`config.mk`:
```
export PLATFORM = sky130hd
export DESIGN_NAME = twod_mem_arb
export DESIGN_NICKNAME = d
export VERILOG_FILES = /design/src/rtl/twod_mem_arb.sv
export SDC_FILE = /design/constraint.sdc
export NUM_CORES = 1
export LEC_CHECK = 0
export CAP_MARGIN = 15
export CORE_MARGIN = 4
export CORE_UTILIZATION = 32
export DETAILED_ROUTE_END_ITERATION = 8
export GPL_TIMING_DRIVEN = 1
export PLACE_DENSITY = 0.81
export SKIP_LAST_GASP = 1
export SYNTH_ARGS = -nofsm -noshare
export SYNTH_HDL_FRONTEND = slang
export SYNTH_SLANG_ARGS = --single-unit
```
`constraint.sdc`:
```
create_clock -name clk -period 1.83 [get_ports clk]
set_clock_uncertainty 0.2 [all_clocks]
set_input_delay 0.366 -clock clk [delete_from_list [all_inputs] [get_ports clk]]
set_output_delay 0.366 -clock clk [all_outputs]
set_load 0.02 [all_outputs]
```
`src/rtl/twod_mem_arb.sv`:
```
// Single-port controller for the 16x16 byte array: zero-sweep after reset or on
// clr_start, otherwise round-robin sharing of the RAM port between two requesters.
module twod_mem_arb #(
  parameter int DW = 8,
  parameter int RW = 4,
  parameter int CW = 4
) (
  input  logic          clk,
  input  logic          rst,
  input  logic          clr_start,
  output logic          busy,
  input  logic          r0_req,
  input  logic          r0_we,
  input  logic [RW-1:0] r0_row,
  input  logic [CW-1:0] r0_col,
  input  logic [DW-1:0] r0_wdata,
  output logic          r0_gnt,
  output logic          r0_rvalid,
  output logic [DW-1:0] r0_rdata,
  input  logic          r1_req,
  input  logic          r1_we,
  input  logic [RW-1:0] r1_row,
  input  logic [CW-1:0] r1_col,
  input  logic [DW-1:0] r1_wdata,
  output logic          r1_gnt,
  output logic          r1_rvalid,
  output logic [DW-1:0] r1_rdata,
  output logic          mem_en,
  output logic          mem_we,
  output logic [RW+CW-1:0] mem_addr,
  output logic [DW-1:0] mem_wdata,
  input  logic [DW-1:0] mem_rdata
);

  localparam int AW   = RW + CW;
  localparam int NREQ = 2;

  typedef enum logic {CLEAR = 1'b0, SERVE = 1'b1} state_t;

  state_t          state_q, state_d;
  logic [AW-1:0]   cnt_q, cnt_d;
  logic            prio_q, prio_d;
  logic [NREQ-1:0] rvld_q, rvld_d;

  logic [NREQ-1:0]         req, we, gnt;
  logic [NREQ-1:0][AW-1:0] addr;
  logic [NREQ-1:0][DW-1:0] wdata;
  logic                    serve;

  assign req   = {r1_req, r0_req};
  assign we    = {r1_we, r0_we};
  assign addr  = {{r1_row, r1_col}, {r0_row, r0_col}};
  assign wdata = {r1_wdata, r0_wdata};

  // Reset overrides the registered state so outputs are quiet during rst.
  assign serve = (state_q == SERVE) && !rst;

  generate
    for (genvar n = 0; n < NREQ; n++) begin : g_lane
      localparam int OTH = NREQ - 1 - n;
      assign gnt[n]    = serve && req[n] && (!req[OTH] || (prio_q == 1'(n)));
      assign rvld_d[n] = gnt[n] && !we[n];
    end
  endgenerate

  always_comb begin
    mem_en    = 1'b0;
    mem_we    = 1'b0;
    mem_addr  = '0;
    mem_wdata = '0;
    if (!rst) begin
      if (state_q == CLEAR) begin
        mem_en   = 1'b1;
        mem_we   = 1'b1;
        mem_addr = cnt_q;
      end else begin
        for (int n = 0; n < NREQ; n++) begin
          if (gnt[n]) begin
            mem_en    = 1'b1;
            mem_we    = we[n];
            mem_addr  = addr[n];
            mem_wdata = wdata[n];
          end
        end
      end
    end
  end

  always_comb begin
    state_d = state_q;
    cnt_d   = cnt_q;
    prio_d  = prio_q;
    case (state_q)
      CLEAR: begin
        // cnt wraps back to 0 naturally after the last address
        cnt_d = cnt_q + AW'(1);
        if (cnt_q == '1) state_d = SERVE;
      end
      default: begin
        if (gnt[0])      prio_d = 1'b1;
        else if (gnt[1]) prio_d = 1'b0;
        if (clr_start) begin
          state_d = CLEAR;
          cnt_d   = '0;
        end
      end
    endcase
  end

  always_ff @(posedge clk) begin
    if (rst) begin
      state_q <= CLEAR;
      cnt_q   <= '0;
      prio_q  <= 1'b0;
      rvld_q  <= '0;
    end else begin
      state_q <= state_d;
      cnt_q   <= cnt_d;
      prio_q  <= prio_d;
      rvld_q  <= rvld_d;
    end
  end

  assign busy      = rst || (state_q == CLEAR);
  assign r0_gnt    = gnt[0];
  assign r1_gnt    = gnt[1];
  assign r0_rvalid = rvld_q[0] && !rst;
  assign r1_rvalid = rvld_q[1] && !rst;
  assign r0_rdata  = mem_rdata;
  assign r1_rdata  = mem_rdata;

endmodule
```
==> results of run 1 <==
[report_power, final]
part	switching, mW	internal, mW
clock network	0.0881	0.121
registers	0.00285	0.263
logic	0.0933	0.135
[Yosys cell counts (2+ instances only)]
master | n | area [um2]
a22o_2 | 5 | 50.1
nor2_1 | 15 | 56.3
buf_4 | 17 | 128
dfxtp_1 | 12 | 240
inv_1 | 2 | 7.51
a221o_1 | 2 | 20.0
buf_6 | 2 | 22.5
nand2_1 | 4 | 15.0
a211oi_1 | 5 | 37.5
and2_1 | 5 | 31.3
nand2b_1 | 3 | 18.8
and3_1 | 2 | 12.5
a21oi_1 | 7 | 35.0
o21ai_0 | 2 | 10.0
buf_2 | 3 | 15.0
and2b_1 | 2 | 15.0
a32oi_1 | 9 | 78.8
nand4_1 | 2 | 12.5
mux2_2 | 2 | 22.5
nand3_1 | 2 | 10.0
nor2b_1 | 3 | 18.8
[cell type report]
class | instances | area, um2
sequential | 12 | 248
inverter | 2 | 7.51
timing repair buffer | 94 | 883
fill | 223 | 1100
multi-input combinational | 85 | 698
tap | 44 | 55.1
clock buffer | 4 | 36.3
[timing repair]
| item | 4_1_cts | 5_1_grt |
|---|---|---|
| hold buffers | 0 | 0 |
| gates resized for setup | 134 | 15 |
| pin swaps | 11 | 5 |
| endpoints found under the setup margin | 23 | 21 |
| buffers inserted | 1 | 5 |
[through the flow]
stage          instances   TNS [ns]  util (%)  hold slack (ns)  setup WS (ns)
2_1_floorplan        123  -0.000139         -            0.238     -0.0000697
5_1_grt              241      -4.35      63.7            0.337         -0.287
3_5_place_dp         231     -18.89      57.9            0.280         -0.953
3_3_place_gp         231     -18.01      57.9            0.270         -0.906
4_1_cts              236      -2.73      60.3            0.280         -0.224
6_report             241      -3.46      63.7            0.282         -0.254
[tightest hold or removal path: stages, from the launching register on]
cell       delay (ns)
dfxtp_1          0.33
nand3_1          0.07
o2bb2ai_1        0.05
[logic make-up after synthesis]
| family | after synthesis | share of synthesized area, % |
|---|---|---|
| AND/OR/NAND/NOR | 44 | 24.5 |
| AO/OA/AOI/OAI | 38 | 30.5 |
| buffers and inverters | 26 | 17.8 |
| flip-flops | 12 | 23.7 |
| multiplexers | 2 | 2.22 |
| adder cells (fa/ha/maj) | 1 | 1.24 |
[worst max path at each step]
stage,from,to,slack (ns),cells after the start
4_1_cts,state_q,mem_wdata[5],-0.22,5
5_1_grt,r0_req,mem_wdata[5],-0.29,6
2_1_floorplan,prio_q,mem_addr[1],-0.00007,5
6_report,r0_req,mem_wdata[5],-0.25,6
3_5_place_dp,r1_req,mem_wdata[5],-0.95,6
3_3_place_gp,r1_req,mem_wdata[5],-0.91,6
[layer usage]
layer	up-vias	part of all wire (%)
met1	610	38
li1	592	-
met4	0	1.7
met5	-	0
met3	9	10
met2	90	50
[sequential cells by signal, indices dropped and copies added (netlist names)]
register and flops:
cnt_q 8, rvld_q 2, prio_q 1, state_q 1
==> summary.txt, run 1 <==
Outcome
  • Status: complete, but fails checks
  • Failing checks: setup timing

Clock tree
  • Clk_lat worst skew: 0.27 ns
  • Htree depth: 1
  • TritonCTS clock tree: done
  • Root Driver: clkbuf_4
  • Worst-path clk slew: 0.07 ns
  • Inserted Clock Buffers: 3
  • Sink Count: 12
  • Max clock buf depth: 2

Worst setup path
  • R2R Setup Slk: 0.09 ns
  • Critical path class: in2out
  • Crit path DAT: 1.52 ns
  • CP Max Fanout: 5
  • Critical Path Sink Type: primary output
  • Worst endpoint required time: 1.26 ns
  • Startpoint types: primary input
  • Reg-to-Reg End: cnt_q[6]
  • Crit path top cell by count: buf_6
  • Slowest stage delay, CP: 0.26 ns
  • FF-to-FF path depth: 5
  • Crit path cell chain: clkdlybuf4s15_2 -> a21boi_4 -> and2b_2 -> buf_6 -> a22o_2 -> buf_6
  • CP top delay family: buffers and inverters
  • Crit-path slowest cell: a22o_2
  • R2r startpoint: state_q
  • CP bufs+invs: 3

Detailed routing
  • Post-route ant nets: 0
  • WL/cell: 18.8 um
  • DRC viols: 0
  • Final wirelength: 4.53 mm
  • Drt via density: 5.40
  • Total vias in the final route: 1,301
  • DR pass1 iterations: 4
  • DRT iter0 DRCs: 87

Floorplan
  • Ports: 86
  • Starting density of the core: 33.4%
  • Die area: 0.00413 mm2
  • Die width: 64.2 um
  • FP Rows: 20
  • Core area: 0.00303 mm2
  • Die H: 64.2 um

STA
  • Worst Tran Pin Value: 0.268 ns
  • Slew Viols, Final: 0
  • Period utilisation layout: 114%
  • Final WS setup: -0.254 ns
  • Relative slew slack: 82.1%
  • Unrepaired setup endpoints after global routing: yes
  • Final Hold Vio Count: 0
  • Maximum clock rate: 480 MHz
  • Setup-failing EPs final: 21
  • Tmin final: 2.08 ns

Logic synthesis
  • Post-synthesis net count: 171
  • Post-Syn Area: 0.00101 mm2
  • EDFF count, synth: 0
  • Top FF cell, synth: dfxtp_1
  • Register area share after synthesis: 23.7%
  • Post-synthesis sequential element count: 12
  • Synthesis warning total: 0
  • Distinct cells, synth: 38
  • Syn_area_per_cell: 8.23 um2
  • Ys async rst share: 0%
  • Synthesized instance count: 123

Placement
  • Area post-placement: 0.00175 mm2
  • RD Place Congestion: 0.855
  • Post-DP HPWL: 3.14 mm
  • Port bufs: 61

Finish
  • Commonest non-fill, non-tap cells in the layout: clkdlybuf4s50_1 (35), buf_4 (30), buf_6 (22)
  • Proportion of layout cells with a drive suffix above 1: 46.7%
  • Final net count: 246
  • ANT cells: 0
  • Area Overhead vs Synth: 90.5%
  • Most common cell after layout, fill and taps aside: clkdlybuf4s50_1
  • Fin area: 0.00193 mm2

GRT
  • Initial antenna violation count: 0
  • Grt ovf: 0
  • Largest net degree at the start of global routing: 16
  • Vias in the first global route: 1,265
  • Met3 global-route usage: 7.21%
  • Routing usage on met1: 22.2%
  • M2 GR Usage: 35.7%
  • Layer with the highest usage: met2
  • Global-route wire length before repair: 6.51 mm
  • Overall routing resource usage: 20.4%

Min path
  • Hold path cells: 2
  • Hold_sp: cnt_q[7]
  • Worst Hold Path EP: state_q
  • Hold Crit Class: reg2reg

Power and ir drop
  • Pwr dens: 365 mW/mm2
  • Power, Total: 0.703 mW
  • Peak VDD IR: 258 uV
  • P_leak: 0.807 nW

Flow run
  • Max-cap violation count: 0
Power figures use the tool's default switching activity.
==> run 2, diff against run 1 <==
- SLEW_MARGIN: unset -> 20
==> results of run 2 <==
Final layout, timing and power as in run 1 (identical DEF).
